$ cat config.mk
export PLATFORM = sky130hd
export DESIGN_NAME = c2h_resp_framer
export DESIGN_NICKNAME = d
export VERILOG_FILES = /design/src/rtl/c2h_resp_framer.sv
export SDC_FILE = /design/constraint.sdc
export NUM_CORES = 1
export LEC_CHECK = 0
export CORE_AREA = 2 2 258 260
export DETAILED_ROUTE_END_ITERATION = 12
export DIE_AREA = 0 0 260 262
export GPL_TIMING_DRIVEN = 0
export PLACE_DENSITY = 0.49
export SLEW_MARGIN = 20
export SYNTH_ARGS = -nofsm -noshare
export SYNTH_HDL_FRONTEND = slang
export SYNTH_SLANG_ARGS = --single-unit
$ cat constraint.sdc
create_clock -name clk -period 6.77 [get_ports clk]
set_input_delay 0.677 -clock clk [delete_from_list [all_inputs] [get_ports clk]]
set_output_delay 0.677 -clock clk [all_outputs]
set_load 0.03 [all_outputs]
$ cat src/rtl/c2h_resp_framer.sv
// c2h_resp_framer: turns one response descriptor plus its 256-bit payload stream
// into a single C2H AXI-Stream frame. The frame is a header beat, then ceil(len/32)
// data beats. The final beat carries an exact tkeep and tlast.
// The descriptor length alone sets the framing. The producer's pl_tlast is only checked.
module c2h_resp_framer #(
  parameter int DATA_WIDTH = 256,
  parameter int HDR_WIDTH  = 64,
  parameter int LEN_WIDTH  = 16,
  parameter int SEQ_WIDTH  = 16
) (
  input  logic                      clk,
  input  logic                      sys_rst,
  input  logic                      driver_ready,
  input  logic                      desc_valid,
  output logic                      desc_ready,
  input  logic [HDR_WIDTH-1:0]      desc_hdr,
  input  logic [LEN_WIDTH-1:0]      desc_len,
  input  logic                      pl_tvalid,
  output logic                      pl_tready,
  input  logic [DATA_WIDTH-1:0]     pl_tdata,
  input  logic                      pl_tlast,
  output logic                      TX_tvalid,
  input  logic                      TX_tready,
  output logic [DATA_WIDTH-1:0]     TX_tdata,
  output logic [DATA_WIDTH/8-1:0]   TX_tkeep,
  output logic                      TX_tlast,
  output logic [31:0]               frame_cnt,
  output logic                      len_err
);
  localparam int KEEP_W = DATA_WIDTH / 8;
  localparam int OFS_W  = $clog2(KEEP_W);
  localparam int PAD_W  = DATA_WIDTH - HDR_WIDTH - LEN_WIDTH - SEQ_WIDTH;

  typedef enum logic {IDLE, DATA} state_t;

  state_t                 state;
  logic [SEQ_WIDTH-1:0]   seq;
  logic [LEN_WIDTH:0]     rem_beats;
  logic [OFS_W-1:0]       last_bytes;

  logic                   ld_ok, desc_hs, pl_hs, final_beat;
  logic [LEN_WIDTH:0]     beats_calc;
  logic [KEEP_W-1:0]      last_keep, beat_keep;
  logic [DATA_WIDTH-1:0]  beat_data;

  // The output stage can take a new beat when it is empty or is draining this cycle.
  assign ld_ok      = !TX_tvalid || TX_tready;
  assign desc_ready = !sys_rst && (state == IDLE) && driver_ready && ld_ok;
  assign pl_tready  = !sys_rst && (state == DATA) && ld_ok;
  assign desc_hs    = desc_valid && desc_ready;
  assign pl_hs      = pl_tvalid && pl_tready;
  assign final_beat = (rem_beats == (LEN_WIDTH+1)'(1));

  // Use one extra bit so that a 65535-byte length rounds up to 2048 beats without overflow.
  assign beats_calc = ({1'b0, desc_len} + (LEN_WIDTH+1)'(KEEP_W-1)) >> OFS_W;
  assign last_keep  = (last_bytes == '0) ? '1 : ((KEEP_W'(1) << last_bytes) - KEEP_W'(1));
  assign beat_keep  = final_beat ? last_keep : '1;

  // Drive disabled bytes as zero so that stale payload never leaks past tkeep.
  for (genvar b = 0; b < KEEP_W; b++) begin : g_mask
    assign beat_data[8*b +: 8] = pl_tdata[8*b +: 8] & {8{beat_keep[b]}};
  end

  // FSM, output register, sequence number, frame counter and sticky length check.
  always_ff @(posedge clk) begin
    if (sys_rst) begin
      state      <= IDLE;
      seq        <= '0;
      rem_beats  <= '0;
      last_bytes <= '0;
      TX_tvalid  <= 1'b0;
      TX_tdata   <= '0;
      TX_tkeep   <= '0;
      TX_tlast   <= 1'b0;
      frame_cnt  <= '0;
      len_err    <= 1'b0;
    end else begin
      if (TX_tvalid && TX_tready && TX_tlast)
        frame_cnt <= frame_cnt + 32'd1;
      if (ld_ok)
        TX_tvalid <= 1'b0;
      case (state)
        IDLE: if (desc_hs) begin
          TX_tvalid  <= 1'b1;
          TX_tdata   <= {{PAD_W{1'b0}}, seq, desc_len, desc_hdr};
          TX_tkeep   <= '1;
          TX_tlast   <= (desc_len == '0);
          seq        <= seq + SEQ_WIDTH'(1);
          rem_beats  <= beats_calc;
          last_bytes <= desc_len[OFS_W-1:0];
          if (desc_len != '0)
            state <= DATA;
        end
        DATA: if (pl_hs) begin
          TX_tvalid <= 1'b1;
          TX_tdata  <= beat_data;
          TX_tkeep  <= beat_keep;
          TX_tlast  <= final_beat;
          rem_beats <= rem_beats - (LEN_WIDTH+1)'(1);
          if (final_beat)
            state <= IDLE;
          if (pl_tlast != final_beat)
            len_err <= 1'b1;
        end
        default: state <= IDLE;
      endcase
    end
  end
endmodule

==> results.md <==
- Startpoint Class: register
- Total power: 5.95 mW
- Final Cell Area: roughly 0.024 sq mm
- End point of the critical path: TX_tdata[69]
- R2R Setup Slk: 3.07 ns
- Status: complete, no violations
- Slew headroom: 27.0%
- Ys async rst share: 0%
- Leak: around 8.5 nW
- Die X: 260 um
- Max incr delay on CP: 0.74 ns
- Largest net degree at the start of global routing: 13
- Critical Path, Cell by Cell: clkbuf_1 > nor2_1 > nand3_1 > ha_1 > clkbuf_1 > clkbuf_1 > o21ai_0 > o21ai_0 > a22oi_1 > a21oi_2 > o2bb2ai_1
- Tightest Pin Transition: between 1 and 1.5 ns
- Critical path class: reg -> reg
- Final Cycle Share: 54.7%
- CTS Buffer Depth: 3
- CTS tree: done
- Core area: about 0.065 sq mm
- WP data arrival: 4.21 ns
- CTS H-tree lvls: 2
- Max Clk Rate: 270 MHz
- Post-CTS Resized: 0
- Slew Limit Fails: 0
- Area Growth Syn to Fin: 65.9%
- Post-synth top area cell: dfxtp_1
- Drt drc: 0
- Drt pass-1 iters: 4
- Syn Area/Cell: around 9.4 sq um
- Worst-skew pair later-pin latency: 0.58 ns
- VDD IR max: 178 uV
- Fraction of layout instances using a drive strength above 1: 6.37%
- Post-CTS Setup Inserts: 0
- Predominant post-synthesis flop cell: dfxtp_1
- Antenna Nets Post-Route: 0
- Final GP Congestion: 0.868
- Netlist cell types: slightly above 70
- Placed instance area: 0.0221 sq mm
- R2r worst-path depth: 11
- Max-cap viol count: 0
- Num ports: 668
- Most frequent CP cell: clkbuf_1
- Initial antenna violation count: 3
- Setup crit end kind: register
- Most frequent cell after synthesis: dfxtp_1
- Post-layout util: between 30% and 40%
- Final Hold Vio Count: 0
- Clock sink count: 362
- DPL Wire Length: 56.7 mm
- Overall routing resource usage: 20.0%
- Vias per inst: 4.79
- Most frequent cells after synthesis: dfxtp_1, a22o_1, nand2_1
- DR iter-0 viols: 697
- Cts hold-fix bufs: 0
- Net Count, Synth: 1877
- Stages on the worst setup path: 11
- Slowest CP cell: a21oi_2
- Reg-to-reg startpoint: last_bytes[4]
- Crit path max fanout: 10
- Hold_ws: 0.470 ns
- Vias in the first global route: 15244
- Final Net Count: about 2600
- Post-Route WL: 71.6 mm
- Total CTS buffers: between 40 and 50
- Fillers: around 6600
- Sequential cell area fraction in the yosys report: 50.5%
- Clk_skew: between 0.02 and 0.025 ns
- Final setup viols: 0
- Hold Crit Class: reg -> reg
- # rows: between 90 and 100
- Cells after Synth: 1529
- Fin crit period: ~3.7 ns
- Reg2reg end: TX_tdata[69]
- First-pass GRT wire length: 102 mm
- RSZ-0062 raised after global routing: no
- Congestion Overflow GR: 0
- WL per Instance: 22.8 um
- Starting Density: 22.0%
- Post-synth EDFFs: 0
- Post-synthesis cell area: 0.0143 sq mm
- Clock transition at path regs: 0.06 ns
- Critical path buffer and inverter count: 3
- Root buffer selected by CTS: clkbuf_16
- Yosys warns: 0
- Setup TNS: 0 ns
- WP data required: approximately 7.3 ns
- Post-synth top area share: around 51%
- PortBufs: 665
- CP delay by family, top: compound AO/OA/AOI/OAI gates
- Power Dens Cells: 250 mW/mm^2
- Die H: ~260 um
- Top post-synthesis cells by area: dfxtp_1, a22o_1, nand2_1
- DIE AREA: around 0.068 sq mm
- Critical Path Start: last_bytes[4]
- Routed vias: 15036
- Synth Register Bits: 362
[power by group]
group	internal, mW	switching, mW	total [mW]
Clock	1.71	0.996	2.70
Combinational	0.434	0.528	0.962
Sequential	2.22	0.0579	2.28
[cells in the final DEF, fill, tap and decap left out, types with 5 or more instances in the layout]
cell type	synthesis	layout
clkdlybuf4s50_1	0	665
dfxtp_1	362	362
a22o_1	153	153
nand2_1	130	130
nor2_1	126	126
clkbuf_1	82	85
nand3_1	85	85
a21oi_1	68	68
and3_1	57	57
clkbuf_16	0	47
o2bb2ai_1	42	42
a31oi_1	45	42
nor3_1	39	39
xor2_1	34	34
o21ai_0	29	29
nand4_1	27	27
a211oi_1	26	26
xnor2_1	19	19
buf_2	18	18
a21oi_2	16	16
clkbuf_8	0	13
inv_1	12	12
o22ai_1	11	11
nor4_1	10	10
a221oi_1	9	9
and4_1	8	8
buf_1	8	8
clkinv_2	0	8
bufinv_16	0	8
and2_1	7	7
or3_1	7	7
a21boi_0	7	7
nand2b_1	6	6
or2_2	5	5
a22oi_1	5	5
or4_1	5	5
ha_1	5	5
[logic make-up after synthesis]
family / synth area share, %
xor gates and xnor gates: 3.24
and+or+nand+nor: 17.9
muxes: 0.0698
DFF: 50.5
adders and majority gates: 0.436
AOI/OAI and AO/OA: 24.2
buffers and inverters: 3.67
[tightest hold or removal path, delay by kind of cell (launching register included)]
family,cells,cell delay (ns)
AO/OA/AOI/OAI,1,0.06
flip-flops,1,0.31
AND/OR/NAND/NOR,1,0.06
[per-layer routing]
metal	part of all wire (%)	GRT usage (%)	up-vias
li1	-	-	7116
met1	40	23.2	7261
met2	50	36.0	569
met3	7.5	5.66	88
met4	1.9	5.08	2
met5	0.018	0	-
[final cells by class]
type,count,area [sq um],area share (%)
sequential,362,7250,30.5
timing repair buffer,665,6660,28.0
multi-input combinational,1041,6610,27.8
clock buffer,63,1370,5.74
tap,864,1080,4.54
buffer,113,478,2.01
clock inverter,19,305,1.28
inverter,13,48.8,0.205
antenna,1,2.50,0.0105
[worst min-delay path by stage]
stage,from,to,cells after the start
after CTS,TX_tdata[252],TX_tdata[252],2
after global routing,TX_tdata[130],TX_tdata[130],1
after detailed placement,TX_tdata[107],TX_tdata[107],1
after global placement,len_err,len_err,1
final,TX_tdata[252],TX_tdata[252],2
after floorplan,seq[13],seq[13],2
[flip-flops by register name, indices dropped and copies added, names as in the netlist]
register,count
state,1
frame_cnt,32
len_err,1
last_bytes,5
TX_tkeep,32
TX_tlast,1
seq,16
TX_tdata,256
rem_beats,17
TX_tvalid,1
[stage by stage]
step / std cells / setup WS, ns
global route: 3141 / 2.85
finish: 3141 / 3.07
global placement: 3058 / 2.49
CTS: 3140 / 3.06
detailed placement: 3058 / 2.46
floorplan: 1529 / 4.39
Note: power is estimated with default switching activity, not from simulation.
